<file path="src/rtl/fifo_mon_if.sv">
// fifo_mon_if: bundle of the FIFO request/status signals.
//
// Handshake: there is no ready signal.
//   - A write is taken on a rising edge when i_wr=1 and o_full=0.
//   - A read is taken on a rising edge when i_rd=1 and o_empty=0.
//   - o_data always shows the head word; asserting i_rd acknowledges it.
//   - i_clr flushes the FIFO and overrides any request in the same cycle.
//   - Requests made against a full or empty FIFO are dropped and raise the
//     sticky o_ovf / o_unf flags.
//
// Modports:
//   master - producer/consumer side; drives the i_* signals.
//   slave  - FIFO side; drives the o_* signals.
interface fifo_mon_if #(
    parameter int DATA_SZ = 8,
    parameter int ADDR_SZ = 4
);
    logic               i_clr;
    logic               i_wr;
    logic [DATA_SZ-1:0] i_data;
    logic               i_rd;
    logic [DATA_SZ-1:0] o_data;
    logic               o_full;
    logic               o_afull;
    logic               o_empty;
    logic               o_aempty;
    logic [ADDR_SZ:0]   o_len;
    logic [ADDR_SZ:0]   o_hwm;
    logic               o_ovf;
    logic               o_unf;

    modport master (
        output i_clr, i_wr, i_data, i_rd,
        input  o_data, o_full, o_afull, o_empty, o_aempty, o_len, o_hwm, o_ovf, o_unf
    );

    modport slave (
        input  i_clr, i_wr, i_data, i_rd,
        output o_data, o_full, o_afull, o_empty, o_aempty, o_len, o_hwm, o_ovf, o_unf
    );
endinterface

</file>
<file path="src/rtl/fifo_mon.sv">
// fifo_mon: synchronous first-word-fall-through FIFO with monitoring.
// It provides the occupancy level, a high-water mark, programmable
// almost-full and almost-empty flags, and sticky overflow/underflow flags.
//
// Ports:
//   i_clk - clock; all state changes on the rising edge
//   i_rst - asynchronous, active-high reset
//   bus   - fifo_mon_if.slave: flush, write/read requests, data, status
module fifo_mon #(
    parameter int DATA_SZ    = 8,
    parameter int ADDR_SZ    = 4,
    parameter int AFULL_LVL  = (1 << ADDR_SZ) - 2,
    parameter int AEMPTY_LVL = 1
) (
    input  logic        i_clk,
    input  logic        i_rst,
    fifo_mon_if.slave   bus
);
    localparam int DEPTH = 1 << ADDR_SZ;
    localparam logic [ADDR_SZ:0] AFULL_L  = (ADDR_SZ+1)'(AFULL_LVL);
    localparam logic [ADDR_SZ:0] AEMPTY_L = (ADDR_SZ+1)'(AEMPTY_LVL);

    // The pointers carry one extra bit, so a full FIFO and an empty FIFO
    // have different pointer values. The RAM is indexed by the low bits.
    logic [ADDR_SZ:0]   wr_ptr;
    logic [ADDR_SZ:0]   rd_ptr;
    logic [ADDR_SZ:0]   len;
    logic [ADDR_SZ:0]   len_nxt;
    logic [ADDR_SZ:0]   hwm;
    logic               ovf;
    logic               unf;
    logic               full;
    logic               empty;
    logic               wr_ok;
    logic               rd_ok;
    logic [DATA_SZ-1:0] mem [DEPTH];

    // Status comes straight from the registered level, with no added latency.
    assign full  = len[ADDR_SZ];
    assign empty = (len == '0);

    // Requests are accepted against the flags as they stand before the edge.
    assign wr_ok = bus.i_wr & ~full;
    assign rd_ok = bus.i_rd & ~empty;

    always_comb begin
        len_nxt = len;
        if (wr_ok && !rd_ok) begin
            len_nxt = len + 1'b1;
        end else if (rd_ok && !wr_ok) begin
            len_nxt = len - 1'b1;
        end
    end

    always_ff @(posedge i_clk or posedge i_rst) begin
        if (i_rst) begin
            wr_ptr <= '0;
            rd_ptr <= '0;
            len    <= '0;
            hwm    <= '0;
            ovf    <= 1'b0;
            unf    <= 1'b0;
        end else if (bus.i_clr) begin
            // A flush overrides any request presented in the same cycle.
            wr_ptr <= '0;
            rd_ptr <= '0;
            len    <= '0;
            hwm    <= '0;
            ovf    <= 1'b0;
            unf    <= 1'b0;
        end else begin
            if (wr_ok) wr_ptr <= wr_ptr + 1'b1;
            if (rd_ok) rd_ptr <= rd_ptr + 1'b1;
            len <= len_nxt;
            if (len_nxt > hwm) hwm <= len_nxt;
            if (bus.i_wr && full)  ovf <= 1'b1;
            if (bus.i_rd && empty) unf <= 1'b1;
        end
    end

    // The RAM has no reset, so synthesis can map it to block RAM.
    always_ff @(posedge i_clk) begin
        if (wr_ok && !bus.i_clr) begin
            mem[wr_ptr[ADDR_SZ-1:0]] <= bus.i_data;
        end
    end

    assign bus.o_data   = mem[rd_ptr[ADDR_SZ-1:0]];
    assign bus.o_full   = full;
    assign bus.o_empty  = empty;
    assign bus.o_afull  = (len >= AFULL_L);
    assign bus.o_aempty = (len <= AEMPTY_L);
    assign bus.o_len    = len;
    assign bus.o_hwm    = hwm;
    assign bus.o_ovf    = ovf;
    assign bus.o_unf    = unf;
endmodule

</file>
<file path="src/flat_wrapper.sv">
// flat-port wrapper written by rule: the top's interface ports become plain ports
module fifo_mon_flat 
#(
    parameter int DATA_SZ    = 8,
    parameter int ADDR_SZ    = 4,
    parameter int AFULL_LVL  = (1 << ADDR_SZ) - 2,
    parameter int AEMPTY_LVL = 1
)
  (i_clk, i_rst, bus_i_clr, bus_i_wr, bus_i_data, bus_i_rd, bus_o_data, bus_o_full, bus_o_afull, bus_o_empty, bus_o_aempty, bus_o_len, bus_o_hwm, bus_o_ovf, bus_o_unf);
  fifo_mon_if #(.DATA_SZ(DATA_SZ), .ADDR_SZ(ADDR_SZ)) bus_i ();
  input  logic i_clk;
  input  logic i_rst;
  input wire logic [$bits(bus_i.i_clr)-1:0] bus_i_clr;
  input wire logic [$bits(bus_i.i_wr)-1:0] bus_i_wr;
  input wire logic [$bits(bus_i.i_data)-1:0] bus_i_data;
  input wire logic [$bits(bus_i.i_rd)-1:0] bus_i_rd;
  output wire logic [$bits(bus_i.o_data)-1:0] bus_o_data;
  output wire logic [$bits(bus_i.o_full)-1:0] bus_o_full;
  output wire logic [$bits(bus_i.o_afull)-1:0] bus_o_afull;
  output wire logic [$bits(bus_i.o_empty)-1:0] bus_o_empty;
  output wire logic [$bits(bus_i.o_aempty)-1:0] bus_o_aempty;
  output wire logic [$bits(bus_i.o_len)-1:0] bus_o_len;
  output wire logic [$bits(bus_i.o_hwm)-1:0] bus_o_hwm;
  output wire logic [$bits(bus_i.o_ovf)-1:0] bus_o_ovf;
  output wire logic [$bits(bus_i.o_unf)-1:0] bus_o_unf;
  assign bus_i.i_clr = bus_i_clr;
  assign bus_i.i_wr = bus_i_wr;
  assign bus_i.i_data = bus_i_data;
  assign bus_i.i_rd = bus_i_rd;
  assign bus_o_data = bus_i.o_data;
  assign bus_o_full = bus_i.o_full;
  assign bus_o_afull = bus_i.o_afull;
  assign bus_o_empty = bus_i.o_empty;
  assign bus_o_aempty = bus_i.o_aempty;
  assign bus_o_len = bus_i.o_len;
  assign bus_o_hwm = bus_i.o_hwm;
  assign bus_o_ovf = bus_i.o_ovf;
  assign bus_o_unf = bus_i.o_unf;
  fifo_mon #(.DATA_SZ(DATA_SZ), .ADDR_SZ(ADDR_SZ), .AFULL_LVL(AFULL_LVL), .AEMPTY_LVL(AEMPTY_LVL)) u_core (.i_clk(i_clk), .i_rst(i_rst), .bus(bus_i));
endmodule
</file>
<file path="config.mk">
export PLATFORM = sky130hd
export DESIGN_NAME = fifo_mon_flat
export DESIGN_NICKNAME = d
export VERILOG_FILES = /design/src/rtl/fifo_mon_if.sv /design/src/rtl/fifo_mon.sv /design/src/flat_wrapper.sv
export SDC_FILE = /design/constraint.sdc
export NUM_CORES = 1
export LEC_CHECK = 0
export BUFFER_PORTS_ARGS = -buffer_cell sky130_fd_sc_hd__buf_4
export CAP_MARGIN = 10
export CELL_PAD_IN_SITES_DETAIL_PLACEMENT = 2
export CELL_PAD_IN_SITES_GLOBAL_PLACEMENT = 2
export CORE_AREA = 3 3 130 132
export CTS_CLUSTER_DIAMETER = 40
export CTS_CLUSTER_SIZE = 12
export DETAILED_ROUTE_END_ITERATION = 6
export DIE_AREA = 0 0 133 135
export GPL_ROUTABILITY_DRIVEN = 0
export PLACE_DENSITY = 0.79
export SETUP_SLACK_MARGIN = 0.2
export SLEW_MARGIN = 20
export SYNTH_ARGS = -nofsm -noshare
export SYNTH_HDL_FRONTEND = slang
export SYNTH_SLANG_ARGS = --single-unit
</file>
<file path="constraint.sdc">
create_clock -name i_clk -period 2.7 [get_ports i_clk]
set_clock_uncertainty 0.2 [all_clocks]
set_input_delay 0.135 -clock i_clk [delete_from_list [all_inputs] [get_ports i_clk]]
set_output_delay 0.135 -clock i_clk [all_outputs]
set_load 0.05 [all_outputs]
</file>
# After elaboration in Yosys (flattened, before gate mapping)
# Memories as Yosys holds them, arrays and structs flattened.
# Cells that the tools add are included.
dict set report totals {
  regBits 22
  latch_bits 0
  mem_bits_rw 128
  rom_bits 0
  out_inout_bits 24
  elab_cells 47
  memories 1
}
# memory words width read_ports rd_ports_with_merged_regs write_ports line
set memory_table {}
lappend memory_table {u_core.mem 16 8 1 0 1 fifo_mon.sv:36} ;# logic [DATA_SZ-1:0] mem [DEPTH];
dict set report classes {
  addsub 4
  multipliers 0
  div_mod_pow 0
  magnitude_cmp 3
  n_eq_ne 0
  shift 0
  muxes 15
  n_bitwise 4
  n_reduce_logical 14
}
# cell count
set ops {}
lappend ops {{two-way mux 5 bit} 9}
lappend ops {{adder 5 x 1 -> 5 bit, second input constant} 3}
lappend ops {{nonzero test 2 bit} 5}
lappend ops {{two-way mux 1 bit} 6}
lappend ops {{>= comparator 5 x 4 -> 1 bit, second input constant} 1}
lappend ops {{greater-than comparator 5 bit} 1}
lappend ops {{<= comparator 5 x 1 -> 1 bit, second input constant} 1}
lappend ops {{logical AND 1 bit} 5}
lappend ops {{logical NOT 5 bit} 1}
lappend ops {{subtractor 5 x 1 -> 5 bit, second input constant} 1}
lappend ops {{logical NOT 1 bit} 3}
lappend ops {{bitwise AND 1 bit} 2}
lappend ops {{inverter 1 bit} 2}

# Depth between registers and ports, before layout
# Gate-level depths: netlist (run 1).
dict set report depth {
  ltp_word 9
  depth_mapped 13
  depth_no_buf 12
}

# Worst setup path after synthesis (run 1)
# OpenSTA, ideal clock, no wires.
dict set report synth_path {
  path_type {register -> register}
  from {reg u_core.len[1], in the netlist u_core.bus.o_len[1]}
  to {reg u_core.hwm[2], in the netlist u_core.bus.o_hwm[2]}
  arrival_ns 2.900
  required_ns 2.355
  slack_ns -0.546
  stages_incl_launch_ff 13
  n_path_buf 1
  cell_sequence {dfrtp_1 -> inv_1 -> ha_1 -> or4b_1 -> buf_6 -> clkinv_8 -> o31ai_1 -> o32ai_2 -> ha_1 -> nor2b_1 -> o211ai_1 -> a32oi_1 -> o32ai_2}
}
dict set report synth_via {
  elab_chain_cells 8
}
# element line
set synth_rtl {}
lappend synth_rtl {{from (decl)} fifo_mon.sv:27} ;# logic [ADDR_SZ:0] len;
lappend synth_rtl {{from (signal assigned)} fifo_mon.sv:74} ;# len <= len_nxt;
lappend synth_rtl {{logical NOT 5 bit *} fifo_mon.sv:40} ;# assign empty = (len == '0);
lappend synth_rtl {{named net bus_o_empty} flat_wrapper.sv:20} ;# output wire logic [$bits(bus_i.o_empty)-1:0] bus_o_empty;
lappend synth_rtl {{inverter 1 bit *} fifo_mon.sv:44} ;# assign rd_ok = bus.i_rd & ~empty;
lappend synth_rtl {{bitwise AND 1 bit *} fifo_mon.sv:44}
lappend synth_rtl {{logical AND 1 bit / logical NOT 1 bit (equally long branches)} {fifo_mon.sv:50, fifo_mon.sv:48}}
lappend synth_rtl {{two-way mux 5 bit / logical AND 1 bit (equally long branches)} {fifo_mon.sv:50, fifo_mon.sv:48}}
lappend synth_rtl {{two-way mux 5 bit *} fifo_mon.sv:48} ;# if (wr_ok && !rd_ok) begin
lappend synth_rtl {{greater-than comparator 5 bit / two-way mux 5 bit (equally long branches)} fifo_mon.sv:75} ;# if (len_nxt > hwm) hwm <= len_nxt;
lappend synth_rtl {{nonzero test 2 bit (no source line) / two-way mux 5 bit (equally long branches)} -}
lappend synth_rtl {{to (signal assigned)} fifo_mon.sv:75}
lappend synth_rtl {{to (decl)} fifo_mon.sv:29} ;# logic [ADDR_SZ:0] hwm;
# Mark *: on every way through the listed nets, which the timed path passes. The rest lies on a longest branch. The select of a mux whose other input is x is not followed.
# A chain may end at the register's enable or synchronous reset.

# Worst setup path after layout (run 1)
dict set report layout_path {
  from {reg u_core.len[0], in the netlist u_core.bus.o_len[0]}
  to {reg u_core.hwm[2], in the netlist u_core.bus.o_hwm[2]}
}
dict set report layout_via {
  elab_chain_cells 8
}
# element line
set layout_rtl {}
lappend layout_rtl {{branches (longest 5 deep; another with subtractor 5 x 1 -> 5 bit)} -}
lappend layout_rtl {{two-way mux 5 bit *} fifo_mon.sv:48}
lappend layout_rtl {{greater-than comparator 5 bit / two-way mux 5 bit (equally long branches)} fifo_mon.sv:75}
lappend layout_rtl {{nonzero test 2 bit (no source line) / two-way mux 5 bit (equally long branches)} -}
# Every way passes the cells marked *. The select of a mux whose other input is x is not followed.

==> results.yml, run 1 <==
power:
  vdd_ir_drop_max_v: 0.000518
  pwr_density_cell_mw_per_mm2: 1010
  total_power_uw: 8330
  power_leakage_uw: 0.00292
synth:
  syn_nets: 371
  ys_warn_count: 0
  ys.flop_type: "edfxtp_1"
  async_flop_share_pct: 13.5
  synthCells: 343
  yosysSeqAreaShare_pct: 69.1
  ys_ff_latch: 148
  synth.avg_cell_area_um2: 18.3
  synth_cell_types: 46
  synth_area_mm2: 0.00629
  synth_edf_count: 128
clock_tree:
  cts_tree: "done"
  cts_made_buffers: 17
  cts.sinks: 148
  path_clk_slew_ps: 60
  clk_root_buffer_cell: "clkbuf_16"
  clk_latency_ps: 440
  htree_levels: 4
  cts_buffer_depth: 2
status:
  status: "finished, violations left"
  violations: "setup timing"
die:
  start_util_pct: 39.7
  coreArea_mm2: 0.0158
  die_w_um: 133
  die-height_um: 135
  io_pins: 37
  dieArea_mm2: 0.0180
  rows: 46
global_route:
  grt_pass1_vias: 4185
  grt_max_degree: 36
  grt.total_usage_pct: 22.5
  antenna_found_initial: 0
  grt_pass1_wl_mm: 28.7
  grt-ovfl-total: 0
setup_path:
  reg2reg_to: "u_core.bus.o_hwm[2]$_DFFE_PP0P_"
  ff2ff_setup_slack_ps: -400
  cp.arrival_ps: 3200
  slowest_delay_ps: 470
  timing.rr.start: "u_core.bus.o_len[0]$_DFF_PP0_"
  cp.required_ps: 2800
  start_kind: "flop"
  path_cells: "inv_2, ha_4, or4b_4, buf_12, and4_1, o211ai_2, inv_2, ha_4, nand4_1, o211ai_1, a31o_2, o32ai_2"
  critPathCaptureType: "flop"
  path_class: "reg2reg"
  startpoint: "u_core.bus.o_len[0]$_DFF_PP0_"
  crit_path_top_delay_cell: "or4b_4"
  path_max_fanout: 8
  crit_path_end: "u_core.bus.o_hwm[2]$_DFFE_PP0P_"
  reg2reg_depth: 12
layout:
  multi_input_area_mm2: 0.00189
  synthToLayoutAreaGrowth_pct: 31.3
  fin_cells: 675
  design_area_mm2: 0.00825
  finalNetCount: 474
  diodes: 0
  seq_area_mm2: 0.00435
  num-fill-cells: 1390
  drive_above_1_share_pct: 42.3
timing:
  drv_slew: 0
  fmax_ghz: 0.322
  min_period_over_period_pct: 115
  setup_tns_ps: -1960
  max_slew_margin_pct: 46.0
  whs_ps: 108
  finalWorstSetupSlack_ps: -402
  finalHoldViolCount: 0
  setup_viol: 8
  tightest_slew_ps: 809
  rsz0062_at_grt: "yes"
  fin_crit_ps: 3100
routing:
  drt-initial-drc-count: 272
  ant_nets: 0
  drtPass1Iterations: 5
  wl_per_cell_um: 28.3
  drt-total-wl_mm: 19.1
  vias: 3694
  avgViaCountPerCell: 5.47
  drc: 0
min_path:
  worstHoldPathType: "in2reg"
run:
  maxCapViolations: 0
place:
  placed_cells: 616
  portBuffers: 36
  hpwl_mm: 11.0
  place_area_mm2: 0.00715
[through the flow]
stage          utilization, %  setup slack, ps
6_report                 52.2             -402
5_1_grt                  52.2             -510
3_3_place_gp             45.2             -172
3_5_place_dp             45.2             -349
4_1_cts                  51.7             -336
2_1_floorplan               -             -303
[critical path, delay by kind of cell (launching register included)]
family / cells / cell delay [ps]
fa+ha+maj: 2 / 390
buf+inv: 3 / 340
compound gates: 4 / 830
simple gates: 3 / 800
flops: 1 / 410
[per-layer routing]
layer / routed length (um) / track usage [%] / vias up
met5: 0 / 0 / -
met4: 260 / 6.35 / 0
met3: 689 / 4.88 / 19
met2: 10700 / 40.4 / 110
met1: 7490 / 27.7 / 2002
li1: - / - / 1563
[sequential cells by signal, summed over array words and instances, names as in the netlist]
signal            count
u_core.mem          128
u_core.bus.o_hwm      5
u_core.bus.o_len      5
u_core.rd_ptr         4
u_core.wr_ptr         4
u_core.bus.o_ovf      1
u_core.bus.o_unf      1
[repair_timing]
item | 4_1_cts | 5_1_grt
hold buffers | 13 | 0
pin swaps | 10 | 6
cloned | 3 | 1
buffers inserted | 8 | 2
hold endpoints to repair | 162 | 0
setup endpoints to repair | 77 | 77
resized for setup | 30 | 6
[power by group]
part           switching, uW  total, uW  internal [uW]
clock network            991       2450           1460
logic                   1730       3250           1510
registers               60.6       2630           2570
[final cells by class]
type	count	area share, %
flip-flops and latches	148	52.7
multi-input cells	160	22.9
inverters	16	0.879
clock buffers	17	5.15
repair buffers	103	12.9
clock inverters	15	2.20
well taps	216	3.27
[how the worst min path moves through the flow]
stage / start / to / slack, ps / depth (start not counted)
floorplan: i_rst / u_core.bus.o_hwm[0]$_DFFE_PP0P_ / -100 / 1
global placement: i_rst / u_core.bus.o_hwm[1]$_DFFE_PP0P_ / 130 / 2
detailed placement: i_rst / u_core.bus.o_hwm[0]$_DFFE_PP0P_ / 150 / 2
CTS: bus_i_rd / u_core.rd_ptr[0]$_DFFE_PP0P_ / 70 / 5
global route: bus_i_rd / u_core.rd_ptr[0]$_DFFE_PP0P_ / 120 / 5
finish: bus_i_rd / u_core.rd_ptr[0]$_DFFE_PP0P_ / 110 / 5
[placed cells by master (no fill, tap or decap), types with 6 or more instances in the layout]
| master | instances |
|---|---|
| nand4_1 | 6 |
| inv_1 | 12 |
| buf_4 | 67 |
| clkbuf_16 | 18 |
| a21oi_1 | 6 |
| mux4_2 | 40 |
| and2_1 | 17 |
| buf_12 | 10 |
| edfxtp_1 | 128 |
| nand2_1 | 8 |
| dfrtp_1 | 15 |
| dlygate4sd3_1 | 13 |
| nor2_1 | 13 |
| ha_1 | 13 |
[kinds of logic after synthesis]
family	count (synthesis)	share of synthesized area, %
flip-flops	148	69.1
AND/OR/NAND/NOR	70	6.41
multiplexers	40	14.3
buffers and inverters	35	2.81
AO/OA/AOI/OAI	28	3.38
adder cells (fa/ha/maj)	15	2.99
XOR/XNOR	7	0.975
[Yosys cell counts (2+ instances only)]
cell,count,area (um^2)
edfxtp_1,128,3840
mux4_2,40,901
dfrtp_1,20,500
and2_1,17,106
ha_1,15,188
inv_1,15,56.3
nor2_1,13,48.8
nand2_1,8,30.0
a21oi_1,7,35.0
buf_1,6,22.5
nand4_1,6,37.5
clkbuf_1,5,18.8
buf_4,4,30.0
nand3_1,4,20.0
nor3_1,4,20.0
o22ai_1,4,25.0
xor2_1,4,35.0
nand2b_1,3,18.8
o211ai_1,3,22.5
xnor2_1,3,26.3
a31oi_1,2,12.5
and4_1,2,17.5
buf_2,2,10.0
buf_6,2,22.5
nor2b_1,2,12.5
nor4_1,2,12.5
nor4b_1,2,17.5
o32ai_2,2,32.5
Note: power is estimated with default switching activity, not from simulation.
==> inputs of run 2 (changes only) <==
REMOVE_ABC_BUFFERS = 1   (was not set)
clock period = 2.8 ns   (was 2.7 ns; I/O delays follow)
==> run 2 against run 1 <==
  * The run still ends with setup timing left
  * Final cell count up 0.74%
  * Largest power group unchanged
  * Critical path type unchanged
  * Largest cell class unchanged
  * Critical endpoint is now u_core.bus.o_hwm[0]$_DFFE_PP0P_
  * Clock power about the same
  * Sequential cell count unchanged
  * Core utilization up 0.64 points
==> results.yml, run 2 (synthesis results as in run 1) <==
die:
  io_pins: 37
  start_util_pct: 39.7
  coreArea_mm2: 0.0158
  die_w_um: 133
  dieArea_mm2: 0.0180
  rows: 46
  die-height_um: 135
clock_tree:
  cts_made_buffers: 17
  htree_levels: 4
  clk_root_buffer_cell: "clkbuf_16"
  cts_tree: "done"
  cts_buffer_depth: 2
  clk_latency_ps: 420
  path_clk_slew_ps: 60
  cts.sinks: 148
layout:
  num-fill-cells: 1388
  largest_reg_flops: 128
  diodes: 0
  final_common_cell: "edfxtp_1"
  final_util_pct: 52.8
  finalNetCount: 479
  fin_cells: 680
  drive_above_1_share_pct: 41.4
  final_cell_mix: "edfxtp_1 (128), buf_4 (69), mux4_2 (40)"
  synthToLayoutAreaGrowth_pct: 32.9
routing:
  avgViaCountPerCell: 5.54
  ant_nets: 0
  wl_per_cell_um: 29.5
  drt-total-wl_mm: 20.1
  drtPass1Iterations: 5
  drt-initial-drc-count: 266
  vias: 3769
  drc: 0
global_route:
  use_met3_pct: 3.91
  antenna_found_initial: 0
  met1_usage_pct: 27.8
  grt_max_degree: 25
  grt_pass1_wl_mm: 29.7
  grt_pass1_vias: 4287
  grt-ovfl-total: 0
  grt.total_usage_pct: 23.3
  top_usage_layer: "met2"
  use_met2_pct: 42.1
place:
  hpwl_mm: 10.7
  placed_cells: 614
  portBuffers: 36
setup_path:
  cp.arrival_ps: 3170
  path_class: "reg2reg"
  start_kind: "flop"
  slowest_delay_ps: 490
  path_max_fanout: 5
  crit_path_top_delay_cell: "or4b_4"
  path_cells: "inv_2, ha_4, or4b_4, buf_6, a31oi_4, o32ai_4, ha_4, nor2b_4, o211ai_1, buf_4, a32oi_4, o22ai_1"
  cp.required_ps: 2890
  critPathCaptureType: "flop"
  cpMostUsedCell: "ha_4"
timing:
  max_slew_margin_pct: 42.6
  tightest_slew_ps: 861
  fin_crit_ps: 3090
  drv_slew: 0
  fmax_ghz: 0.324
  min_period_over_period_pct: 110
  rsz0062_at_grt: "yes"
  finalHoldViolCount: 0
  setup_tns_ps: -1400
  finalWorstSetupSlack_ps: -286
  setup_viol: 5
status:
  status: "finished, violations left"
  violations: "setup timing"
power:
  power_leakage_uw: 0.00297
  vdd_ir_drop_max_v: 0.000648
  pwr_density_cell_mw_per_mm2: 1030
run:
  maxCapViolations: 0
min_path:
  worstHoldPathType: "in2reg"
run 2: cell types whose count changed in the layout (fill, tap and decap cells not counted), sizes merged:
cell         before  now
dlygate4sd3      13   14
clkinvlp          3    1
bufinv            3    4
buf              89   94
inv              18   17
clkinv            7    8
run 2: layout make-up:
cell class | count | area, um^2 | area share, %
clock inverters | 14 | 183 | 2.19
well taps | 216 | 270 | 3.23
repair buffers | 108 | 1130 | 13.5
clock buffers | 18 | 429 | 5.14
flip-flops and latches | 148 | 4350 | 52.0
multi-input cells | 160 | 1930 | 23.0
inverters | 16 | 72.6 | 0.869
run 2: report_power, final:
part           switching, uW  internal, uW
Combinational           1900          1710
Sequential              58.3          2480
Clock                    935          1490
Total                   2890          5680
run 2: routing by layer:
layer	wire [um]	part of all wire [%]
met2	10900	54
met3	683	3.4
met1	7750	39
met4	741	3.7
met5	0	0
run 2: final timing paths:
path                                                 start                         endpoint  slack, ps  depth (start not counted)
setup / recovery             u_core.bus.o_len[0]$_DFF_PP0_  u_core.bus.o_hwm[0]$_DFFE_PP0P_       -290                         12
hold / removal                                    bus_i_rd     u_core.rd_ptr[2]$_DFFE_PP0P_         80                          4
setup reg to reg             u_core.bus.o_len[0]$_DFF_PP0_  u_core.bus.o_hwm[0]$_DFFE_PP0P_       -290                         12
hold reg to reg            u_core.bus.o_hwm[1]$_DFFE_PP0P_  u_core.bus.o_hwm[1]$_DFFE_PP0P_        400                          2
max in group asynchronous                            i_rst     u_core.rd_ptr[0]$_DFFE_PP0P_       1550                          3
min in group asynchronous                            i_rst    u_core.bus.o_len[2]$_DFF_PP0_        270                          3
run 2: per-stage QoR:
step           total power, uW  instance area, um^2  hold WS, ps  setup slack (ps)
2_1_floorplan             4150                 6180        -96.2              -609
3_3_place_gp              4940                 7060          139              -177
3_5_place_dp              5070                 7060          164              -460
4_1_cts                   8280                 8280        0.999              -214
5_1_grt                   8860                 8360          107              -354
6_report                  8570                 8360         80.4              -286
run 2: what timing repair did:
| item | 4_1_cts | 5_1_grt |
|---|---|---|
| hold buffers | 14 | 0 |
| setup buffers | 14 | 1 |
| pin swaps | 10 | 4 |
| cloned | 5 | 0 |
| setup endpoints to repair | 43 | 77 |
| gates resized for setup | 42 | 11 |
| hold endpoints to repair | 162 | 0 |
run 2: worst max-delay path, delay by kind of cell (launching register included):
kind	cells	cell delay [ps]
buf+inv	3	410
compound gates	5	880
simple gates	2	610
flops	1	390
fa+ha+maj	2	450
==> inputs of run 3 (changes only) <==
PLACE_DENSITY = not set   (was 0.79)
PLACE_DENSITY_LB_ADDON = 0.1   (was not set)
==> run 3 against run 2 <==
  * The flow still finishes with violations (setup timing)
  * Highest routed layer unchanged
  * Via count shrank 3.9%
  * Worst hold slack gained 56 ps
  * Wire length down 13%
  * Sequential cell count stayed put
  * Sequential power barely moved
  * Die area stayed put
  * Register-to-register slack better by 110 ps
  * Clock power is 7% lower
  * Clock-buffer cell count fell by 1
==> results.yml, run 3 (synthesis results as in run 1) <==
routing:
  avgViaCountPerCell: 5.30
  drt-total-wl_mm: 17.5
  wl_per_cell_um: 25.6
  drtPass1Iterations: 4
  drt-initial-drc-count: 247
  drc: 0
  ant_nets: 0
  vias: 3622
place:
  dpl_worst_slack_ps: -299
  hpwl_mm: 10.2
  placed_cells: 618
  place_area_mm2: 0.00705
  portBuffers: 36
die:
  dieArea_mm2: 0.0180
  coreArea_mm2: 0.0158
  io_pins: 37
  rows: 46
  start_util_pct: 39.7
  die_w_um: 133
  die-height_um: 135
min_path:
  worstHoldPathCells: 5
  hold_end: "u_core.wr_ptr[0]$_DFFE_PP0P_"
  worstHoldPathType: "in2reg"
  hp-start: "bus_i_wr"
power:
  p_int_uw: 5340
  vdd_ir_drop_max_v: 0.000447
  swShare_pct: 33.0
  power_leakage_uw: 0.00294
  pwr_density_cell_mw_per_mm2: 972
  clock_power_share_pct: 28.1
  p_comb_share_pct: 40.1
  switchingPower_uw: 2630
  seqPwrFrac_pct: 31.8
clock_tree:
  clk_latency_ps: 420
  cts.sinks: 148
  cts_buffer_depth: 2
  htree_levels: 4
  clk_root_buffer_cell: "clkbuf_16"
  cts_tree: "done"
  path_clk_slew_ps: 60
  cts_made_buffers: 17
global_route:
  grt_pass1_wl_mm: 26.0
  grt-ovfl-total: 0
  grt_max_degree: 21
  grt_pass1_vias: 3965
  grt.total_usage_pct: 20.1
  antenna_found_initial: 0
setup_path:
  cp.required_ps: 2920
  ff2ff_setup_slack_ps: -180
  slowest_delay_ps: 460
  reg2reg_depth: 12
  critPathCaptureType: "flop"
  cpMostUsedCell: "inv_2"
  path_class: "reg2reg"
  path_cells: "inv_2, ha_1, or4b_4, buf_8, and4_1, o211ai_2, inv_2, ha_4, nand4_1, o211ai_1, a31o_2, o32ai_2"
  crit_path_top_delay_cell: "or4b_4"
  path_max_fanout: 7
  cp.arrival_ps: 3100
  timing.rr.start: "u_core.bus.o_len[0]$_DFF_PP0_"
  reg2reg_to: "u_core.bus.o_hwm[2]$_DFFE_PP0P_"
  start_kind: "flop"
layout:
  diodes: 0
  final_util_pct: 51.8
  finalNetCount: 483
  design_area_mm2: 0.00820
  fin_cells: 684
  synthToLayoutAreaGrowth_pct: 30.5
  largest_reg_flops: 128
  final_cell_mix: "edfxtp_1 (128), buf_4 (82), mux4_2 (40)"
  drive_above_1_share_pct: 42.1
  final_common_cell: "edfxtp_1"
  num-fill-cells: 1428
run:
  maxCapViolations: 0
timing:
  tightest_slew_ps: 868
  finalWorstSetupSlack_ps: -180
  rsz0062_at_grt: "yes"
  setup_viol: 5
  finalHoldViolCount: 0
  drv_slew: 0
  fmax_ghz: 0.336
  min_period_over_period_pct: 106
  max_slew_margin_pct: 42.1
  fin_crit_ps: 2980
status:
  status: "finished, violations left"
  violations: "setup timing"
==> run 3: how the worst max path moves through the flow <==
stage                                        startpoint                               to
after floorplan           u_core.bus.o_len[1]$_DFF_PP0_  u_core.bus.o_hwm[2]$_DFFE_PP0P_
after global placement    u_core.bus.o_len[0]$_DFF_PP0_  u_core.bus.o_hwm[2]$_DFFE_PP0P_
after detailed placement  u_core.bus.o_len[0]$_DFF_PP0_  u_core.bus.o_hwm[2]$_DFFE_PP0P_
after CTS                 u_core.bus.o_len[0]$_DFF_PP0_  u_core.bus.o_hwm[2]$_DFFE_PP0P_
after global routing      u_core.bus.o_len[1]$_DFF_PP0_  u_core.bus.o_hwm[2]$_DFFE_PP0P_
final                     u_core.bus.o_len[0]$_DFF_PP0_  u_core.bus.o_hwm[2]$_DFFE_PP0P_
==> run 3: final cells by class <==
cell class / count / area [um^2] / area share [%]
Sequential cell: 148 / 4350 / 53.0
Clock buffer: 17 / 425 / 5.19
Clock inverter: 15 / 151 / 1.85
Timing Repair Buffer: 112 / 1070 / 13.0
Tap cell: 216 / 270 / 3.29
Inverter: 16 / 72.6 / 0.885
Multi-Input combinational cell: 160 / 1870 / 22.8
==> run 3: per-layer routing <==
layer | share of wire [%] | wire (um) | global-route usage [%]
met3 | 3.3 | 576 | 4.02
met4 | 0.97 | 170 | 6.41
met2 | 51 | 8850 | 32.2
met5 | 0 | 0 | 0
met1 | 45 | 7920 | 27.8
==> run 3: per-stage QoR <==
step	hold WS [ps]	total power (uW)	TNS, ps
CTS	116	7780	-646
finish	136	7970	-821
global route	150	8320	-1470
floorplan	-96.2	4150	-4960
global placement	177	4980	-980
detailed placement	170	5030	-1370
==> run 3: repair_timing <==
action                                  4_1_cts  5_1_grt
resized for setup                            37        7
hold buffers                                 13        0
setup buffers                                 9        8
endpoints found under the setup margin       11       36
cloned                                        2        2
endpoints found under the hold margin       162        0
pin swaps                                    13       10
==> run 3: power by group through the flow <==
stage               clock network (uW)  registers [uW]  logic [uW]
floorplan                            0            2860        1290
global placement                     0            2570        2410
detailed placement                   0            2570        2460
CTS                               2280            2530        2960
global route                      2380            2540        3400
finish                            2240            2540        3200
==> run 3: worst max-delay path: cells and delay by family (launching register included) <==
| family | cells | cell delay, ps |
|---|---|---|
| adder cells (fa/ha/maj) | 2 | 380 |
| AND/OR/NAND/NOR | 3 | 760 |
| AO/OA/AOI/OAI | 4 | 850 |
| buffers and inverters | 3 | 310 |
| flip-flops | 1 | 390 |
